===== config.mk =====
export PLATFORM = sky130hd
export DESIGN_NAME = sint_shl_seq
export DESIGN_NICKNAME = d
export VERILOG_FILES = /design/src/rtl/sint_shl_seq.sv
export SDC_FILE = /design/constraint.sdc
export NUM_CORES = 1
export LEC_CHECK = 0
export ABC_AREA = 1
export CAP_MARGIN = 40
export CELL_PAD_IN_SITES_DETAIL_PLACEMENT = 1
export CELL_PAD_IN_SITES_GLOBAL_PLACEMENT = 1
export CORE_UTILIZATION = 27
export CTS_CLUSTER_DIAMETER = 120
export DETAILED_ROUTE_END_ITERATION = 7
export PLACE_DENSITY_LB_ADDON = 0.05
export SLEW_MARGIN = 30
export SYNTH_ARGS = -nofsm -noshare
export SYNTH_HDL_FRONTEND = slang
export SYNTH_SLANG_ARGS = --single-unit

===== constraint.sdc =====
create_clock -name CLK -period 1.35 [get_ports CLK]
set_input_delay 0.135 -clock CLK [delete_from_list [all_inputs] [get_ports CLK]]
set_output_delay 0.135 -clock CLK [all_outputs]
set_load 0.02 [all_outputs]

===== src/rtl/sint_shl_seq.sv =====
// Sequential signed shift-left: one bit per clock, sticky signed-overflow flag,
// valid/ready handshake on both sides.
module sint_shl_seq #(
  parameter int width = 7
) (
  input  logic             CLK,
  input  logic             ASYNCRESET,
  input  logic [width-1:0] I0,
  input  logic [width-1:0] I1,
  input  logic             in_valid,
  output logic             in_ready,
  output logic             out_valid,
  input  logic             out_ready,
  output logic [width-1:0] O,
  output logic             OVF
);

  localparam int CW = $clog2(width + 1);
  localparam logic [width-1:0] WIDTH_V = width'(width);
  localparam logic [CW-1:0] WIDTH_C = CW'(width);

  typedef enum logic [1:0] {IDLE, SHIFT, DONE} state_t;

  state_t state, next_state;
  logic [width-1:0] data;
  logic [CW-1:0] count;
  logic ovf;
  logic accept;
  logic step;
  logic [CW-1:0] n_load;

  assign accept = (state == IDLE) && in_valid;
  assign step   = (state == SHIFT) && (count != '0);
  // Shifting by width or more always empties the register, so clamp the count.
  assign n_load = (I1 >= WIDTH_V) ? WIDTH_C : I1[CW-1:0];

  always_ff @(posedge CLK or posedge ASYNCRESET) begin
    if (ASYNCRESET) state <= IDLE;
    else            state <= next_state;
  end

  always_comb begin
    next_state = state;
    case (state)
      IDLE:    if (in_valid) next_state = SHIFT;
      SHIFT:   if (count == '0) next_state = DONE;
      DONE:    if (out_ready) next_state = IDLE;
      default: next_state = IDLE;
    endcase
  end

  always_ff @(posedge CLK or posedge ASYNCRESET) begin
    if (ASYNCRESET) begin
      data  <= '0;
      count <= '0;
      ovf   <= 1'b0;
    end else if (accept) begin
      data  <= I0;
      count <= n_load;
      ovf   <= 1'b0;
    end else if (step) begin
      data  <= {data[width-2:0], 1'b0};
      count <= count - CW'(1);
      // Sign change between the top two bits means the shifted value left range.
      if (data[width-1] != data[width-2]) ovf <= 1'b1;
    end
  end

  assign in_ready  = (state == IDLE);
  assign out_valid = (state == DONE);
  assign O         = data;
  assign OVF       = ovf;

endmodule


==> results of run 1 <==
-- worst register-to-register path, delay by kind of cell (launching register included) --
| kind | cells | cell delay (ns) |
|---|---|---|
| fa+ha+maj | 2 | 0.33 |
| buf+inv | 3 | 0.19 |
| flops | 1 | 0.35 |
| simple gates | 4 | 0.33 |
-- layout make-up --
cell class              instances  area (µm²)
fillers                       311        1370
multi-input cells              58         372
flip-flops and latches         13         325
repair buffers                 33         299
inverters                       9        46.3
well taps                      30        37.5
clock buffers                   4        26.3
-- layer usage --
metal	vias up	routed length [µm]	global-route usage, %
met5	-	0	0
met1	297	689	14.1
met4	0	16	5.26
li1	326	-	-
met2	19	844	26.2
met3	2	126	5.46
-- logic make-up after synthesis --
family | after synthesis | synth area share, %
buffers and inverters | 9 | 6.21
AO/OA/AOI/OAI | 5 | 3.90
XOR/XNOR | 1 | 1.24
adder cells (fa/ha/maj) | 2 | 3.55
AND/OR/NAND/NOR | 50 | 39.0
flip-flops | 13 | 46.1
-- layout by cell type, fill, tap and decap left out, types with 2 or more instances in the layout --
cell,n
dlygate4sd2_1,9
nor2_1,5
buf_4,6
o21ai_1,3
inv_4,2
nand3_2,6
nand3_1,3
clkdlybuf4s50_1,17
nand2_2,10
inv_1,4
inv_2,2
dfrtp_1,13
nand2_1,22
nand2_4,2
clkbuf_4,3
ha_4,2
-- Yosys cell counts --
| master | count |
|---|---|
| nand2_2 | 9 |
| ha_1 | 2 |
| nand2_1 | 23 |
| dfrtp_1 | 13 |
| o21ai_0 | 3 |
| inv_8 | 1 |
| nor2_1 | 5 |
| nand3_1 | 3 |
| inv_4 | 1 |
| o21ai_1 | 1 |
| nand2_4 | 2 |
| xnor2_1 | 1 |
| nor2_2 | 1 |
| inv_2 | 1 |
| inv_1 | 6 |
| o31ai_1 | 1 |
| nand3_2 | 7 |
-- registers in the layout, indices dropped and copies added, names as in the netlist --
signal and cells:
O 7, state 2, count 3, OVF 1
-- final timing paths --
kind,from,end,slack [ns],cells past startpoint
worst max-delay path,count[1]$_DFFE_PP0P_,O[5]$_DFFE_PP0P_,0.05,9
worst min-delay path,ASYNCRESET,O[0]$_DFFE_PP0P_,0.15,3
worst max register to register,count[1]$_DFFE_PP0P_,O[5]$_DFFE_PP0P_,0.05,9
worst min register to register,count[2]$_DFFE_PP0P_,count[2]$_DFFE_PP0P_,0.50,2
max in group asynchronous,ASYNCRESET,state[1]$_DFFE_PP0P_,1.04,3
min in group CLK,I0[0],O[0]$_DFFE_PP0P_,0.41,3
-- power breakdown --
| group | internal [mW] | switching, mW | total [mW] |
|---|---|---|---|
| combinational | 0.669 | 0.924 | 1.59 |
| sequential | 0.586 | 0.148 | 0.734 |
| clock | 0.115 | 0.127 | 0.242 |
| total | 1.37 | 1.20 | 2.57 |
-- stage by stage --
stage	instance area, µm²	std cells	TNS [ns]	power, mW	utilization, %
floorplan	706	80	0	1.69	-
global placement	1060	143	-0.0880	2.31	42.7
detailed placement	1060	143	-0.509	2.33	42.7
CTS	1080	147	0	2.54	43.7
global route	1110	147	-0.102	2.81	44.6
finish	1110	147	0	2.57	44.6
-- repair_timing --
item / 4_1_cts / 5_1_grt
setup endpoints to repair: 20 / 11
resized for setup: 14 / 9
pin swaps: 2 / 2
==> flow_metrics.env, run 1 <==
export IMPL_status="completed"
export IMPL_clock_skew_ns=0.000721
export IMPL_setup_viol=0
export IMPL_yosysWarnings=0
export IMPL_syn_inst=80
export IMPL_layout_drive_gt1_share_pct=31.6
export IMPL_num_rows=18
export IMPL_cts_tree="built"
export IMPL_grt_pass1_vias=633
export IMPL_dr_total_vias=644
export IMPL_worstMarginPinSlew_ns=0.217
export IMPL_die_width_um=53.1
export IMPL_worst_path_max_delay_cell="dfrtp_1"
export IMPL_clk_transition_reported_paths_ns=0.08
export IMPL_firstDrtPassIters=1
export IMPL_cts_hold_buf=0
export IMPL_cp_max_fo=9
export IMPL_ys_types=17
export IMPL_ys_top_cells_by_area="dfrtp_1, nand2_1, nand3_2"
export IMPL_cp_buffers_inverters=3
export IMPL_grt_pass1_wl_um=2710
export IMPL_io_pins=28
export IMPL_synth_top_area_share_pct=46.1
export IMPL_avgSynthCellArea_um2=8.82
export IMPL_port_buffers=27
export IMPL_via_per_inst=4.38
export IMPL_wl_um=1680
export IMPL_hp_class="input pin to asynchronous set/reset pin"
export IMPL_worst_setup_path_start_kind="register"
export IMPL_drv_slew=0
export IMPL_diodes=0
export IMPL_start_util_pct=28.5
export IMPL_dr_first_iter_drc_count=0
export IMPL_cp_end_kind="register"
export IMPL_rsz0062_at_grt="yes"
export IMPL_netlist_area_um2=706
export IMPL_cp_cell_sequence="inv_1 -> ha_4 -> ha_4 -> inv_2 -> nand3_4 -> nand2_4 -> inv_8 -> nand2_2 -> nand3_2"
export IMPL_drcViolationCount=0
export IMPL_clockRootBuffer="clkbuf_4"
export IMPL_core_area_um2=2480
export IMPL_crit_arrival_ns=1.47
export IMPL_clock_latency_ns=0.27
export IMPL_cts_sinks=13
export IMPL_max_vdd_ir_drop_uv=959
export IMPL_hold_viol=0
export IMPL_slowest_delay_ns=0.35
export IMPL_ant_nets=0
export IMPL_htree_levels=1
export IMPL_crit_family="flip-flops"
export IMPL_timing_final_ws_setup_ns=0.0507
export IMPL_relSlewSlack_pct=85.6
export IMPL_fmax_ghz=0.770
export IMPL_finalNetCount=138
export IMPL_pre_cts_ws_ns=-0.0601
export IMPL_grt_total_usage_pct=14.2
export IMPL_dp_hpwl_um=1250
export IMPL_cts_buffers=3
export IMPL_die_h_um=53.1
export IMPL_post_cts_buffers=0
export IMPL_post_route_min_period_ns=1.30
export IMPL_required_ns=1.52
export IMPL_leakage_nw=0.550
export IMPL_syn_num_nets=100
export IMPL_crit_type="register to register"
export IMPL_maxCapViolations=0
export IMPL_antenna_found_initial=0
export IMPL_gp_congestion=0.770
export IMPL_timing_hold_ws_ns=0.146
export IMPL_power_density_nw_per_um2=2320
export IMPL_ys_seq_area_share_pct=46.1
export IMPL_fin_crit_sh_pct=96.2
export IMPL_wl_per_cell_um=11.4
export IMPL_cp_common_cell="ha_4"
export IMPL_syn2layout_area_growth_pct=56.7
export IMPL_synth_seq_cells=13
export IMPL_yosysTopAreaCell="dfrtp_1"
export IMPL_grt_overflow_total=0
export IMPL_grt_max_degree=14
export IMPL_max_clock_path_buffers=2
export IMPL_die_area_um2=2820
Note: power is estimated with default switching activity, not from simulation.
==> inputs of run 2 (changes only) <==
- SETUP_SLACK_MARGIN: default -> 0.1
==> run 2 against run 1 <==
- highest routed layer unchanged
- non-clock buffer count up 1
- core utilization up 2.0 points
- global-route usage up 1.5 points
- routed wire length up 13%
- critical path type unchanged
- the run now ends with negative setup slack left
- clock power up 6%
- clock skew up 0.0040 ns
==> flow_metrics.env, run 2 (same netlist as run 1, synthesis figures left out) <==
export IMPL_firstDrtPassIters=4
export IMPL_wl_um=1900
export IMPL_via_per_inst=4.50
export IMPL_grt_pass1_vias=674
export IMPL_max_vdd_ir_drop_uv=1000
export IMPL_dp_hpwl_um=1380
export IMPL_grt_total_usage_pct=15.7
export IMPL_cts_sinks=13
export IMPL_clock_skew_ns=0.00474
export IMPL_cts_buffers=3
export IMPL_relSlewSlack_pct=87.3
export IMPL_htree_levels=1
export IMPL_intPower_mw=1.44
export IMPL_dp_cells=142
export IMPL_swShare_pct=48.4
export IMPL_crit_arrival_ns=1.55
export IMPL_die_width_um=53.1
export IMPL_finalNetCount=140
export IMPL_core_area_um2=2480
export IMPL_ant_nets=0
export IMPL_port_buffers=27
export IMPL_post_route_min_period_ns=1.37
export IMPL_violations="negative setup slack"
export IMPL_ff_latch_area_um2=325
export IMPL_timing_reg2reg_setup_slack_ns=-0.02
export IMPL_dr_first_iter_drc_count=1
export IMPL_worst_setup_path_start_kind="register"
export IMPL_p_seq_share_pct=27.4
export IMPL_timing_final_ws_setup_ns=-0.0223
export IMPL_r2r_end="O[5]$_DFFE_PP0P_"
export IMPL_drcViolationCount=0
export IMPL_max_clock_path_buffers=2
export IMPL_clockRootBuffer="clkbuf_4"
export IMPL_rsz0062_at_grt="yes"
export IMPL_fin_crit_sh_pct=102
export IMPL_gp_congestion=0.661
export IMPL_grt_max_degree=14
export IMPL_fmax_ghz=0.729
export IMPL_clkPwrFrac_pct=9.2
export IMPL_final_cells=149
export IMPL_syn2layout_area_growth_pct=63.7
export IMPL_largest_reg_flops=7
export IMPL_drv_slew=0
export IMPL_worstMarginPinSlew_ns=0.189
export IMPL_leakage_nw=0.572
export IMPL_power_density_nw_per_um2=2420
export IMPL_dr_total_vias=671
export IMPL_grt_overflow_total=0
export IMPL_clock_latency_ns=0.28
export IMPL_status="complete, but fails checks"
export IMPL_p_sw_mw=1.35
export IMPL_cp_end_kind="register"
export IMPL_crit_type="register to register"
export IMPL_crit_start="count[0]$_DFFE_PP0P_"
export IMPL_final_area_um2=1150
export IMPL_cp_max_fo=6
export IMPL_die_area_um2=2820
export IMPL_rr_worst_depth=9
export IMPL_cts_hold_buf=0
export IMPL_die_h_um=53.1
export IMPL_wl_per_cell_um=12.7
export IMPL_fill_cells=309
export IMPL_multi_input_area_um2=403
export IMPL_grt_pass1_wl_um=3030
export IMPL_diodes=0
export IMPL_pwr_share_comb_pct=63.4
export IMPL_r2r_start="count[0]$_DFFE_PP0P_"
export IMPL_setup_viol=9
export IMPL_num_rows=18
export IMPL_io_pins=28
export IMPL_hold_viol=0
export IMPL_maxCapViolations=0
export IMPL_layout_drive_gt1_share_pct=37.0
export IMPL_cts_tree="built"
export IMPL_finalPower_mw=2.80
export IMPL_antenna_found_initial=0
export IMPL_required_ns=1.53
export IMPL_final_common_cell="nand2_1"
export IMPL_start_util_pct=28.5
export IMPL_post_dp_cell_area_um2=1060
export IMPL_final_cell_mix="nand2_1, clkdlybuf4s50_1, dfrtp_1"
export IMPL_clk_transition_reported_paths_ns=0.09
export IMPL_hp_class="input pin to asynchronous set/reset pin"
==> run 2: changes by cell type in the layout (fill, tap and decap cells not counted), sizes merged <==
cell,change
inv,+1
clkdlybuf4s15,+2
buf,+2
dlygate4sd2,-3
==> run 2: worst max-delay path by stage <==
stage	endpoint	slack, ns	cells past startpoint
6_report	O[5]$_DFFE_PP0P_	-0.02	9
5_1_grt	count[1]$_DFFE_PP0P_	-0.07	9
4_1_cts	O[4]$_DFFE_PP0P_	0.01	9
3_5_place_dp	O[1]$_DFFE_PP0P_	0.009	9
3_3_place_gp	O[3]$_DFFE_PP0P_	0.06	9
2_1_floorplan	O[5]$_DFFE_PP0P_	0.1	9
==> run 2: area by class of cell <==
type / count / share of cell area [%]
multi-input combinational: 58 / 34.9
sequential: 13 / 28.2
timing repair buffer: 34 / 26.4
inverter: 9 / 4.23
tap: 30 / 3.25
clock buffer: 4 / 2.28
timing repair inverter: 1 / 0.758
==> run 2: stage by stage <==
stage / hold slack (ns) / util (%) / setup slack [ns] / setup TNS, ns
5_1_grt: 0.183 / 46.6 / -0.0697 / -0.531
3_5_place_dp: 0.474 / 42.9 / 0.00858 / 0
2_1_floorplan: 0.0120 / - / 0.0993 / 0
6_report: 0.163 / 46.6 / -0.0223 / -0.133
3_3_place_gp: 0.446 / 42.9 / 0.0583 / 0
4_1_cts: 0.177 / 44.6 / 0.0110 / 0
==> run 2: per-layer routing <==
metal / track usage, % / wire [µm] / share of wire [%] / vias to the layer above
met4: 7.89 / 30 / 1.6 / 0
li1: - / - / - / 332
met3: 2.59 / 80 / 4.2 / 4
met1: 17.6 / 776 / 41 / 318
met2: 28.1 / 1010 / 53 / 17
met5: 0 / 0 / 0 / -
==> run 2: critical path, stage by stage (launching register included) <==
cell	delay, ns
dfrtp_1	0.38
inv_2	0.07
ha_4	0.16
ha_4	0.15
inv_2	0.06
nand3_4	0.14
nand2_8	0.15
inv_8	0.05
nand2_2	0.05
nand3_2	0.05
==> run 2: power by group through the flow <==
stage | registers [mW] | clock network (mW) | logic (mW)
finish | 0.765 | 0.257 | 1.77
global route | 0.794 | 0.282 | 1.96
CTS | 0.761 | 0.267 | 1.62
detailed placement | 0.758 | 0 | 1.60
global placement | 0.756 | 0 | 1.57
floorplan | 0.880 | 0 | 0.856
==> run 2: what timing repair did <==
action	in CTS	in global routing
buffers inserted	0	2
pin swaps	7	1
endpoints found under the setup margin	20	14
gates cloned	1	0
resized for setup	16	16
